[config.mk]
export PLATFORM = sky130hd
export DESIGN_NAME = tbb1143_bus_writer
export DESIGN_NICKNAME = d
export VERILOG_FILES = /design/src/rtl/tbb1143_pkg.sv /design/src/rtl/tbb1143_cmd_fifo.sv /design/src/rtl/tbb1143_bus_writer.sv
export SDC_FILE = /design/constraint.sdc
export NUM_CORES = 1
export LEC_CHECK = 0
export CORE_UTILIZATION = 51
export DETAILED_ROUTE_END_ITERATION = 6
export DONT_BUFFER_PORTS = 1
export GPL_ROUTABILITY_DRIVEN = 1
export GPL_TIMING_DRIVEN = 0
export PLACE_DENSITY_LB_ADDON = 0.1
export SYNTH_ARGS = -nofsm -noshare
export SYNTH_HDL_FRONTEND = slang
export SYNTH_SLANG_ARGS = --single-unit
[constraint.sdc]
create_clock -name CLK -period 2.85 [get_ports CLK]
set_clock_uncertainty 0.05 [all_clocks]
set_input_delay 0.57 -clock CLK [delete_from_list [all_inputs] [get_ports CLK]]
set_output_delay 0.57 -clock CLK [all_outputs]
set_load 0.01 [all_outputs]
[src/rtl/tbb1143_pkg.sv]
// tbb1143_pkg: shared state, command and default timing definitions for the TBB1143 bus writer
package tbb1143_pkg;

    typedef enum logic [1:0] {IDLE, SETUP, STROBE, HOLD} state_t;

    typedef struct packed {
        logic       a0;
        logic [3:0] d;
    } cmd_t;

    localparam int DEF_FIFO_DEPTH = 4;
    localparam int DEF_SETUP_CYC  = 1;
    localparam int DEF_PULSE_CYC  = 2;
    localparam int DEF_HOLD_CYC   = 1;

    function automatic int cnt_width(input int a, input int b, input int c);
        int m;
        m = (a > b) ? a : b;
        m = (m > c) ? m : c;
        return (m > 1) ? $clog2(m) : 1;
    endfunction

endpackage

[src/rtl/tbb1143_cmd_fifo.sv]
// tbb1143_cmd_fifo: command FIFO with occupancy count, pointers wrap modulo DEPTH
module tbb1143_cmd_fifo
    import tbb1143_pkg::*;
#(
    parameter  int DEPTH = DEF_FIFO_DEPTH,
    localparam int LW    = $clog2(DEPTH + 1),
    localparam int PW    = $clog2(DEPTH)
) (
    input  logic          CLK,
    input  logic          RST_N,
    input  logic          push,
    input  logic          pop,
    input  cmd_t          wdata,
    output cmd_t          rdata,
    output logic [LW-1:0] level
);

    cmd_t          mem [DEPTH];
    logic [PW-1:0] wr_ptr;
    logic [PW-1:0] rd_ptr;

    assign rdata = mem[rd_ptr];

    always_ff @(posedge CLK) begin
        if (push) mem[wr_ptr] <= wdata;
    end

    always_ff @(posedge CLK or negedge RST_N) begin
        if (!RST_N) begin
            wr_ptr <= '0;
            rd_ptr <= '0;
            level  <= '0;
        end else begin
            if (push) wr_ptr <= wr_ptr + 1'b1;
            if (pop) rd_ptr <= rd_ptr + 1'b1;
            level <= level + LW'(push) - LW'(pop);
        end
    end

endmodule

[src/rtl/tbb1143_bus_writer.sv]
// tbb1143_bus_writer: replays queued nibble commands onto the TBB1143 parallel bus with timed WR strobe
module tbb1143_bus_writer
    import tbb1143_pkg::*;
#(
    parameter  int FIFO_DEPTH = DEF_FIFO_DEPTH,
    parameter  int SETUP_CYC  = DEF_SETUP_CYC,
    parameter  int PULSE_CYC  = DEF_PULSE_CYC,
    parameter  int HOLD_CYC   = DEF_HOLD_CYC,
    localparam int LW         = $clog2(FIFO_DEPTH + 1)
) (
    input  logic          CLK,
    input  logic          RST_N,
    input  logic          IN_VALID,
    output logic          IN_READY,
    input  logic          IN_A0,
    input  logic [3:0]    IN_D,
    output logic          A0,
    output logic [3:0]    D,
    output logic          WR,
    output logic          DONE,
    output logic          BUSY,
    output logic [LW-1:0] LEVEL
);

    localparam int CW = cnt_width(SETUP_CYC, PULSE_CYC, HOLD_CYC);
    localparam logic [CW-1:0] S_LD = CW'(SETUP_CYC - 1);
    localparam logic [CW-1:0] P_LD = CW'(PULSE_CYC - 1);
    localparam logic [CW-1:0] H_LD = CW'(HOLD_CYC - 1);

    state_t        state, state_nx;
    logic [CW-1:0] cnt, cnt_nx;
    logic          pop;
    logic          push;
    cmd_t          wcmd;
    cmd_t          head;

    assign wcmd     = '{a0: IN_A0, d: IN_D};
    assign IN_READY = LEVEL != LW'(FIFO_DEPTH);
    assign push     = IN_VALID & IN_READY;
    assign BUSY     = (state != IDLE) || (LEVEL != '0);

    tbb1143_cmd_fifo #(.DEPTH(FIFO_DEPTH)) u_fifo (
        .CLK  (CLK),
        .RST_N(RST_N),
        .push (push),
        .pop  (pop),
        .wdata(wcmd),
        .rdata(head),
        .level(LEVEL)
    );

    // each phase loads its length minus one and ends when the counter reaches zero
    always_comb begin
        state_nx = state;
        cnt_nx   = (cnt == '0) ? cnt : cnt - 1'b1;
        pop      = 1'b0;
        case (state)
            IDLE: begin
                if (LEVEL != '0) begin
                    pop      = 1'b1;
                    state_nx = SETUP;
                    cnt_nx   = S_LD;
                end
            end
            SETUP: begin
                if (cnt == '0) begin
                    state_nx = STROBE;
                    cnt_nx   = P_LD;
                end
            end
            STROBE: begin
                if (cnt == '0) begin
                    state_nx = HOLD;
                    cnt_nx   = H_LD;
                end
            end
            default: begin
                if (cnt == '0) begin
                    pop      = LEVEL != '0;
                    state_nx = pop ? SETUP : IDLE;
                    cnt_nx   = pop ? S_LD : '0;
                end
            end
        endcase
    end

    always_ff @(posedge CLK or negedge RST_N) begin
        if (!RST_N) begin
            state <= IDLE;
            cnt   <= '0;
            A0    <= 1'b0;
            D     <= 4'h0;
            WR    <= 1'b0;
            DONE  <= 1'b0;
        end else begin
            state <= state_nx;
            cnt   <= cnt_nx;
            WR    <= state_nx == STROBE;
            DONE  <= (state_nx == HOLD) && (cnt_nx == '0);
            if (pop) begin
                A0 <= head.a0;
                D  <= head.d;
            end
        end
    end

endmodule

==> run summary <==
Routed wire length: 2210 um
Share of flip-flops with an asynchronous set or reset: 0.459
Max Cap Violations: 0
CTS clk-pin slew, worst paths: 0.11 ns
Cells after Synth: 94
Power per cell area: 1140 nW/um2
Global-route wire length before repair: 3540 um
Drc violations: 2
Syn_area_per_cell: 16.7 um2
CTS root buf: clkbuf_4
Die Width: 57.4 um
Tmin final: 2.33 ns
Final setup TNS: 0 ns
Drt initial violations: 12
Reg-to-reg setup timing slack: 0.52 ns
IO Pins: 20
Final Cycle Share: 0.817
Non-filler instance count after layout: 134
CTS tree: done
YS warnings: 0
Final hold violation count: 0
Layout cell share with drive strength beyond 1: 0.252
Peak VDD IR: 0.513 mV
Dpl cells: 125
R2R Path Start: u_fifo.level[1]
Initial antenna violation count: 0
Die area: 3300 um2
Worst Tran Pin Value: 0.795 ns
Syn Nets: 109
Fillers: 229
Top area cells in the synthesized netlist: edfxtp_1 (38%), dfrtp_1 (27%), mux4_2 (7.2%)
Number of core rows: 19
Critical Path Fanout Max: 7
Worst min-delay path endpoint: u_fifo.mem[1][1]
Post-DR vias/cell: 5.49
Placer Congestion: 0.739
Startpoint types: flip-flop
Hpwl dp: 1590 um
Die Height: 57.4 um
Routed wire per std cell: 16.5 um
Critical Path RT: 3.06 ns
H-tree Lvls: 2
Area of the core: 2830 um2
Vias: 735
RSZ-0062 raised after global routing: no
Sequential share of the synthesized area: 0.654
CP arrival: 2.54 ns
Outcome: finished with violations
Slew headroom: 0.469
Most common cell after layout, fill and taps aside: edfxtp_1
Class of the worst hold path: primary input to flip-flop
WS Path Type: flip-flop to flip-flop
Max Transition Viols Final: 0
Worst hold path depth: 0
Total gr overflow: 0
Number of synthesized flops with an enable pin: 20
HP Start: IN_D[1]
Vias in the first global route: 781
Final setup fails: 0
Critical R2R Capture: u_fifo.level[2]
Area grow syn2layout: 7.26%
Most used DFF post-synth: edfxtp_1
Final Net Count: 117
Distinct cells, synth: 27
Crit path capture type: flip-flop
Largest net degree at the start of global routing: 18
Clk sink count: 37
Peak Freq: 0.429 GHz
1st-pass router iterations: 5
Post-DRT Antenna Nets: 0
Share of the synthesized area in the top cell type: 0.383
ANT cells: 0
Worst skew pair latency: 0.33 ns
Initial Util: 0.554
R2R cell count: 8
GRT Util Overall: 0.156
Num CTS Buffers: 5
Leakage: 0.000662 uW
Violated checks: DRC
Synthesized area: 1570 um2
Port bufs: 0
Commonest cells after routing, fill and taps aside: edfxtp_1 (20), dfrtp_1 (17), inv_1 (7)
Post-synthesis register bit count: 37
Max clock buf depth: 2
Biggest area consumer among synthesized cells: edfxtp_1
==> stage by stage <==
stage               total power (uW)  instance area (um2)   util  hold WS [ns]  worst slack (ns)
floorplan                       1510                 1570      -         0.224             0.712
global placement                1610                 1610  0.568         0.225             0.576
detailed placement              1660                 1610  0.568         0.225             0.502
CTS                             1950                 1680  0.594         0.258             0.485
global route                    2060                 1680  0.594         0.245             0.399
finish                          1920                 1680  0.594         0.275             0.521
==> per-layer routing <==
metal  global-route usage  part of all wire  wire length [um]  up-vias
li1                     -                 -                 -      350
met3               0.0612             0.041                90        2
met5                    0                 0                 0        -
met4               0.0732            0.0081                18        0
met1                0.171              0.42               921      367
met2                0.266              0.53              1180       16
==> repair_timing <==
item                      in CTS  in global routing
gates resized for setup        0                  0
setup buffers                  0                  0
hold buffers                   1                  0
hold endpoints to repair      17                  0
==> worst max-delay path by stage <==
stage / slack, ns / startpoint / to / depth (start not counted)
floorplan: 0.71 / u_fifo.level[1] / u_fifo.level[2] / 8
global placement: 0.58 / u_fifo.level[1] / u_fifo.level[2] / 8
detailed placement: 0.50 / u_fifo.level[1] / u_fifo.level[2] / 8
CTS: 0.48 / u_fifo.level[1] / u_fifo.level[2] / 8
global route: 0.40 / u_fifo.level[1] / u_fifo.level[2] / 8
finish: 0.52 / u_fifo.level[1] / u_fifo.level[2] / 8
==> final cells by class <==
cell class / instances / area [um2] / area share
plain buffers: 3 / 26.3 / 0.0156
clock buffers: 6 / 51.3 / 0.0305
repair buffers: 1 / 10.0 / 0.00595
multi-input cells: 47 / 489 / 0.291
well taps: 31 / 38.8 / 0.0231
clock inverters: 2 / 13.8 / 0.00818
inverters: 7 / 26.3 / 0.0156
flip-flops and latches: 37 / 1030 / 0.610
==> sequential cells by signal, indices dropped and copies added, names as in the netlist <==
name           count
u_fifo.wr_ptr      2
A0                 1
DONE               1
state              2
D                  4
WR                 1
u_fifo.rd_ptr      2
u_fifo.mem        20
u_fifo.level       3
cnt                1
==> worst max-delay path, cell delays in order (launching register included) <==
cell and delay [ns]:
dfrtp_1 0.46, nor3_2 0.39, a21oi_4 0.12, ha_1 0.30, inv_1 0.04, ha_1 0.19, fa_1 0.39, xnor2_1 0.18
xnor2_1 0.13
==> where the power goes <==
group / total, uW / switching, uW / leakage, uW / internal [uW]
clock: 286 / 165 / 0.0000382 / 120
combinational: 724 / 342 / 0.000239 / 382
sequential: 905 / 144 / 0.000385 / 761
total: 1920 / 652 / 0.000662 / 1260
==> cells by family after synthesis <==
logic type / share of synthesized area
adders and majority gates: 0.0607
buffers and inverters: 0.0335
DFF: 0.654
AOI/OAI and AO/OA: 0.0311
muxes: 0.121
and+or+nand+nor: 0.0655
xor gates and xnor gates: 0.0335
==> Yosys cell counts, types with 2 or more instances <==
cell type  instances
edfxtp_1          20
nand2_1            3
nor2_1             3
ha_1               6
buf_6              2
inv_1              7
and2_1             4
xnor2_1            5
mux2_2             6
dfrtp_1           17
mux4_2             5
(Power assumes the default switching activity.)
